File: src/rtl/beehive_noc_pkg.sv
// rtl/beehive_noc_pkg.sv - shared NoC router constants, header field positions and arbiter state type
package beehive_noc_pkg;

  // Arbitrated inputs per output port; sel is SEL_W bits wide
  localparam int NPORT = 8;
  localparam int SEL_W = 3;

  // Default width of the head-flit payload-length field (counts body flits)
  localparam int LEN_W = 8;

  // Position of the length field inside a head flit, for extracting req_len at the router top
  localparam int HDR_LEN_LSB = 0;
  localparam int HDR_LEN_MSB = HDR_LEN_LSB + LEN_W - 1;

  // Output-port arbiter states
  typedef enum logic {
    IDLE = 1'b0,
    BUSY = 1'b1
  } arb_state_e;

endpackage

File: src/rtl/beehive_rr_pick8.sv
// rtl/beehive_rr_pick8.sv - combinational round-robin picker over 8 requests
module beehive_rr_pick8
  import beehive_noc_pkg::*;
(
  input  logic [NPORT-1:0] req,
  input  logic [SEL_W-1:0] ptr,
  output logic             found,
  output logic [SEL_W-1:0] idx
);

  logic [SEL_W-1:0] cand;

  // Scan from ptr+8 (== ptr, lowest priority) down to ptr+1 so the
  // nearest set bit above ptr is the last to overwrite idx.
  always_comb begin
    found = |req;
    idx   = '0;
    cand  = '0;
    for (int k = NPORT; k >= 1; k--) begin
      cand = ptr + SEL_W'(k);
      if (req[cand]) begin
        idx = cand;
      end
    end
  end

endmodule

File: src/rtl/beehive_wormhole_out_arb.sv
// rtl/beehive_wormhole_out_arb.sv - round-robin wormhole output-port arbiter driving the crossbar select
module beehive_wormhole_out_arb #(
  parameter int LEN_W = beehive_noc_pkg::LEN_W,
  parameter int NPORT = beehive_noc_pkg::NPORT
) (
  input  logic                   clk,
  input  logic                   reset,
  input  logic [NPORT-1:0]       req_val,
  input  logic [NPORT*LEN_W-1:0] req_len,
  input  logic                   out_rdy,
  output logic                   out_val,
  output logic [2:0]             sel,
  output logic [NPORT-1:0]       grant,
  output logic                   busy
);

  import beehive_noc_pkg::*;

  localparam logic [LEN_W:0] REM_ONE = {{LEN_W{1'b0}}, 1'b1};

  arb_state_e     state;
  arb_state_e     state_n;
  logic [2:0]     rr_ptr;
  logic [LEN_W:0] remaining;
  logic           found;
  logic [2:0]     win;
  logic [LEN_W-1:0] win_len;
  logic           xfer;

  beehive_rr_pick8 u_pick (
    .req   (req_val),
    .ptr   (rr_ptr),
    .found (found),
    .idx   (win)
  );

  // Length field of the arbitration winner; only consumed on the IDLE->BUSY edge
  assign win_len = req_len[int'(win)*LEN_W +: LEN_W];

  assign busy = (state == BUSY);

  // Next state and per-cycle handshake outputs; the lock is only released by the tail transfer
  always_comb begin
    state_n = state;
    out_val = 1'b0;
    grant   = '0;
    xfer    = 1'b0;
    case (state)
      IDLE: begin
        if (found) begin
          state_n = BUSY;
        end
      end
      BUSY: begin
        out_val    = req_val[sel];
        xfer       = req_val[sel] && out_rdy;
        grant[sel] = xfer;
        if (xfer && (remaining == REM_ONE)) begin
          state_n = IDLE;
        end
      end
      default: state_n = IDLE;
    endcase
  end

  // State register
  always_ff @(posedge clk) begin
    if (reset) begin
      state <= IDLE;
    end else begin
      state <= state_n;
    end
  end

  // Select, beat counter and round-robin pointer; sel only moves when a packet is won
  always_ff @(posedge clk) begin
    if (reset) begin
      sel       <= 3'd0;
      rr_ptr    <= 3'd7;
      remaining <= '0;
    end else begin
      case (state)
        IDLE: begin
          if (found) begin
            sel       <= win;
            remaining <= {1'b0, win_len} + REM_ONE;
          end
        end
        BUSY: begin
          if (xfer) begin
            remaining <= remaining - REM_ONE;
            if (remaining == REM_ONE) begin
              rr_ptr <= sel;
            end
          end
        end
        default: ;
      endcase
    end
  end

endmodule
File: config.mk
export PLATFORM = sky130hd
export DESIGN_NAME = beehive_wormhole_out_arb
export DESIGN_NICKNAME = d
export VERILOG_FILES = /design/src/rtl/beehive_noc_pkg.sv /design/src/rtl/beehive_rr_pick8.sv /design/src/rtl/beehive_wormhole_out_arb.sv
export SDC_FILE = /design/constraint.sdc
export NUM_CORES = 1
export LEC_CHECK = 0
export CAP_MARGIN = 15
export CORE_ASPECT_RATIO = 2
export CORE_MARGIN = 4
export CORE_UTILIZATION = 45
export DETAILED_ROUTE_END_ITERATION = 7
export PLACE_DENSITY = 0.7
export SLEW_MARGIN = 5
export SYNTH_ARGS = -nofsm -noshare
export SYNTH_HDL_FRONTEND = slang
export SYNTH_SLANG_ARGS = --single-unit
File: constraint.sdc
create_clock -name clk -period 6.6 [get_ports clk]
set_clock_uncertainty 0.1 [all_clocks]
set_input_delay 1.65 -clock clk [delete_from_list [all_inputs] [get_ports clk]]
set_output_delay 1.65 -clock clk [all_outputs]
set_load 0.01 [all_outputs]
=== Yosys cells after proc, flatten, opt, wreduce, memory -nomap -nowiden ===
Cells that the tools add are included.
W data, S select, Z words.

* Register bits after elaboration: 16
* Word-level logic and storage cells: 73
* Output and inout port bits: 13

* Eq/ne operators: 3
* Shift operators: 1
* Bitwise gates (word level): 2
* Reduce and logical (&&, ||, !) cells: 7
* $add $sub $neg: 9
* $lt $le $gt $ge: 10
* Muxes and demuxes: 37

{| class="wikitable"
|+ Operators with widths
! operator !! number
|-
| $shiftx A64 B7 Y8 || 1
|-
| $lt A3 B4 Y1 const B || 9
|-
| $bmux W1 S3 || 9
|-
| $mux W3 || 8
|-
| $mux W9 || 2
|-
| $pmux W9 S2 || 1
|-
| $mux W1 || 14
|-
| $add A3 B3 Y3 const B || 4
|-
| $add A8 B1 Y9 const B || 1
|-
| $eq A9 B1 Y1 const B || 1
|-
| $sub A9 B1 Y9 const B || 1
|-
| $and A8 B8 Y8 || 1
|-
| $mux W8 || 1
|-
| $reduce_or A8 Y1 || 1
|-
| $add A3 B2 Y3 const B || 2
|-
| $reduce_and A2 Y1 || 2
|-
| $add A3 B1 Y3 const B || 1
|-
| $demux W1 S3 || 1
|-
| $ge A3 B1 Y1 const B || 1
|-
| $logic_and A1 B1 Y1 || 3
|-
| $reduce_and A3 Y1 || 1
|-
| $ne A2 B1 Y1 const B || 1
|-
| $ne A2 B2 Y1 const B || 1
|-
| $pmux W1 S2 || 1
|-
| $not A1 Y1 || 1
|}

=== Depth between registers and ports, before layout ===
* Word-level depth: 14
* Gate-level depth with buffers: 24

=== Modules after synthesis ===
Synthesis repeated with hierarchy kept, for this count alone.

* Cell total of the unflattened synthesis: 282
* Area, all modules: 2606.2 µm²

{| class="wikitable"
|+ By module, submodules not included
! module !! cells an instance !! times used !! area each (µm²)
|-
| beehive_wormhole_out_arb || 183 || 1 || 1785.5
|-
| beehive_rr_pick8 || 99 || 1 || 820.8
|}

=== Worst setup path before layout ===
No wires, ideal clock.

* Path kind: flip-flop to flip-flop
* Start: register rr_ptr[0]
* End: register remaining[8]
* Period minus slack after synthesis: 5184 ps
* Setup slack: 1416 ps
* Stages on the path, launching flop included: 22
* Path buffers: 7
* Data arrival time: 5004 ps
* Cell sequence: dfxtp_1 > buf_6 > buf_2 > inv_1 > buf_2 > clkbuf_1 > clkbuf_1 > ha_1 > buf_6 > mux2_4 > mux4_2 > a41o_1 > o21ai_4 > buf_6 > a311oi_1 > a2111oi_0 > nor4_1 > a21oi_2 > ha_1 > o311ai_1 > o41a_1 > a211oi_2

* Longest elaborated chain between the ends: 14

{| class="wikitable"
|+ RTL lines
! item !! line !! text
|-
| start, declared || beehive_wormhole_out_arb.sv:23 || <nowiki>logic [2:0] rr_ptr;</nowiki>
|-
| start signal, assigned || beehive_wormhole_out_arb.sv:93 || <nowiki>rr_ptr <= sel;</nowiki>
|-
| $add A3 B3 Y3 / $bmux W1 S3 (equally long branches) || beehive_rr_pick8.sv:20, beehive_rr_pick8.sv:21 ||
|-
| $bmux W1 S3 / $mux W1 (equally long branches) || beehive_rr_pick8.sv:21 || <nowiki>if (req[cand]) begin</nowiki>
|-
| $mux W1 (not written as such) / $mux W3 (equally long branches) || beehive_rr_pick8.sv:21 ||
|-
| $mux W3 (6 in a row) || beehive_rr_pick8.sv:21 ||
|-
| $mux W3 * || beehive_rr_pick8.sv:21 ||
|-
| $shiftx A64 B7 Y8 * || beehive_wormhole_out_arb.sv:38 || <nowiki>assign win_len = req_len[int'(win)*LEN_W +: LEN_W];</nowiki>
|-
| $add A8 B1 Y9 * || beehive_wormhole_out_arb.sv:86 || <nowiki>remaining <= {1'b0, win_len} + REM_ONE;</nowiki>
|-
| $mux W9 * || beehive_wormhole_out_arb.sv:84 || <nowiki>if (found) begin</nowiki>
|-
| $pmux W9 S2 * || beehive_wormhole_out_arb.sv:82 || <nowiki>case (state)</nowiki>
|-
| end signal, assigned || beehive_wormhole_out_arb.sv:86 ||
|-
| end signal, assigned || beehive_wormhole_out_arb.sv:91 || <nowiki>remaining <= remaining - REM_ONE;</nowiki>
|-
| end, declared || beehive_wormhole_out_arb.sv:24 || <nowiki>logic [LEN_W:0] remaining;</nowiki>
|}

Mark *: on every way between the ends. The rest lies on a longest branch, timed or not. The select of a mux whose other input is x is not followed.
A chain may end at the register's enable or synchronous reset.

=== Worst setup path after layout ===
* Start: input port req_val[0]
* End: register remaining[5]

* Longest elaborated chain between the ends: 14

{| class="wikitable"
|+ RTL lines
! item !! line !! text
|-
| start, declared || beehive_wormhole_out_arb.sv:8 || <nowiki>input logic [NPORT-1:0] req_val,</nowiki>
|-
| $bmux W1 S3 || beehive_rr_pick8.sv:21 ||
|-
| $mux W1 (not written as such) || beehive_rr_pick8.sv:21 ||
|-
| $mux W3 (8 in a row) || beehive_rr_pick8.sv:21 ||
|-
| $shiftx A64 B7 Y8 || beehive_wormhole_out_arb.sv:38 ||
|-
| $add A8 B1 Y9 || beehive_wormhole_out_arb.sv:86 ||
|-
| $mux W9 || beehive_wormhole_out_arb.sv:84 ||
|-
| $pmux W9 S2 || beehive_wormhole_out_arb.sv:82 ||
|}

Parallel ways exist; a longest one is shown, timed or not. The select of a mux whose other input is x is not followed.

==> impl_results.md <==
* Hold Buf Count CTS at 0
* Worst Hold Path EP: remaining[8]
* CTS Buffer Depth at 2
* Max Clock Freq at 0.162 GHz
* Diode count at 0
* Area Overhead vs Synth at 22.8%
* Hold depth at 2
* Max Cap Violations at 0
* Antenna violations before repair at 0
* Data required time at the worst endpoint at 6.64 ns
* Nets@finish at 638
* RSZ-0062 raised after global routing: false
* Crit start category: primary input
* Via density at 7.10
* Dpl cells at 651
* CP bufs+invs at 1
* Largest fanout on the critical path at 16
* Non-Filler Instances at 654
* Drt pass-1 iters at 6
* # setup viols final at 0
* # IOs at 88
* Worst-path clk slew at 0.05 ns
* Setup TNS at 0 ns
* Worst-margin pin slew at 0.937 ns
* Overall routed net length at 13.9 mm
* FP Rows at 47
* Largest net degree at the start of global routing at 66
* Worst path cell trace: clkdlybuf4s50_1, mux2i_1, mux4_2, a32oi_1, and3_1, o41ai_1, a2111oi_0, o211ai_1, nand3_1, nand3_2, or4_1, and3_1
* Total global-route track usage at 26.6%
* Vias in the first global route at 4453
* Max IR drop VDD at 0.112 mV
* Worst path max stage delay at 0.74 ns
* Initial Util at 46.3%
* Fraction of registers with async set/reset at 0%
* Hold WC Path Type: reg2reg
* CTS Sinks at 16
* Post-route DRC at 0
* Slew margin rel. at 37.5%
* CTS buffer count at 3
* Cell mode on critical path: and3_1
* Core ar. at 0.00835 sq mm
* CP Class: in2reg
* Status: finished clean
* Max-slew violations at 0
* Hold path start: remaining[8]
* Seq/Total Area, Yosys at 8.29%
* Final hold viol count at 0
* Post-CTS sizing at 0
* Final HPWL DP at 10.3 mm
* Most frequent cells in the layout: 87 x clkdlybuf4s50_1, 46 x nor2_1, 41 x nand2_1, 30 x a21oi_1, 28 x nor3_1
* Post-synth EDFFs at 0
* Min Clock Period, post-route at 6.17 ns
* Via count at 4642
* Leak at 1.71 nW
* Synth Cell Area at 0.00386 sq mm
* Final ANT Viol Nets at 0
* Synth Flop Type: dfxtp_1
* Routability cong. at 0.944
* CP max-delay cell: and3_1
* H-tree levels at 1
* Pwr/cell area at 129 mW/mm^2
* Critical R2R Launch: rr_ptr[1]
* Die Ht at 139 um
* Total Power at 0.000610 W
* Share of layout cells above drive strength 1 at 10.3%
* R2R setup slack at 1.10 ns
* Initial DRC count at 522
* Synth Register Bits at 16
* Yosys warning count at 0
* Mapped Cells at 508
* R2r worst-path depth at 13
* Grt ovf at 0
* RR Endpoint: remaining[5]
* Critical path data arrival time at 6.21 ns
* Die area at 0.0102 sq mm
* Syn nets at 588
* Distinct cells, synth at 79
* Mean Syn Cell Area at 7.60 sq um
* Hold WS at 0.452 ns
* Global-route wire length before repair at 22.3 mm
* Top delay family on crit path: simple AND/OR/NAND/NOR gates
* Avg WL per Cell at 21.3 um
* Crit end category: flop
* Clk root buf: clkbuf_16
* Setup bufs post-CTS at 0
* Final cycle utilization of the critical path at 93.5%
* Die X at 73.5 um
* Input/output buffers at 87
* Clk_lat worst skew at 0.25 ns
* Commonest non-fill, non-tap cell in the layout: clkdlybuf4s50_1
* CTS tree: yes
metal layers:
layer  up-vias  share of wire (%)  global-route usage [%]
met5         -                  0                       0
met4         0                4.9                    13.3
met3        52                6.7                    1.60
met2       262                 53                    46.1
met1      2199                 36                    31.9
li1       2129                  -                       -
Yosys cell counts (all sizes together), types with 11 or more instances:
cell type,count,area (sq um)
a2111oi,11,103
a211o,15,133
a211oi,16,135
a21oi,32,168
buf,25,164
clkbuf,24,90.1
dfxtp,16,320
inv,20,75.1
mux2i,24,253
mux4,18,405
nand2,41,154
nand3,11,60.1
nor2,47,179
nor3,28,140
o211ai,11,87.6
o21ai,20,119
o41ai,12,105
final cells by class:
type                            count  area (sq um)
Fill cell                         801          3610
Multi-Input combinational cell    423          3230
Timing Repair Buffer               94           923
Sequential cell                    16           322
Tap cell                           98           123
Clock buffer                        3          75.1
Inverter                           20          75.1
flip-flops by register name (all words and copies together) (netlist names):
| name | count |
|---|---|
| remaining | 9 |
| rr_ptr | 3 |
| busy | 1 |
| sel | 3 |
stage by stage:
stage	setup slack, ns	util, %	instance area (sq um)
2_1_floorplan	1.42	-	3860
3_3_place_gp	0.417	55.9	4670
3_5_place_dp	0.309	55.9	4670
4_1_cts	0.562	56.8	4740
5_1_grt	0.225	56.8	4740
6_report	0.430	56.8	4740
power by group:
group	leakage (nW)	internal, W	switching, W
clock	0.0370	0.0000796	0.0000383
sequential	0.131	0.000108	0.0000144
combinational	1.54	0.000162	0.000207
cell families (layout without fill, tap and decap cells):
kind of cell | count (synthesis) | count (layout) | share of synthesized area [%]
mux | 47 | 47 | 18.7
xor+xnor | 8 | 8 | 2.20
simple gates | 169 | 169 | 21.4
fa+ha+maj | 5 | 5 | 1.62
compound gates | 194 | 194 | 39.3
buf+inv | 69 | 117 | 8.52
flops | 16 | 16 | 8.29
how the worst max path moves through the flow:
| stage | slack (ns) | depth (start not counted) | end | from |
|---|---|---|---|---|
| global placement | 0.42 | 13 | remaining[8] | req_val[0] |
| CTS | 0.56 | 12 | remaining[5] | req_val[0] |
| floorplan | 1.42 | 21 | remaining[8] | rr_ptr[0] |
| detailed placement | 0.31 | 12 | remaining[5] | req_val[0] |
| global route | 0.22 | 13 | remaining[8] | req_val[0] |
| finish | 0.43 | 12 | remaining[5] | req_val[0] |
worst register-to-register path: stages, from the launching register on:
cell and delay (ns):
dfxtp_1 0.32, inv_1 0.12, ha_1 0.92, mux2i_1 0.34
mux4_2 0.55, a32oi_1 0.26, and3_1 0.74, o41ai_1 0.12
a2111oi_0 0.67, o211ai_1 0.21, nand3_1 0.24, nand3_2 0.16
or4_1 0.52, and3_1 0.15
Power figures use the tool's default switching activity.
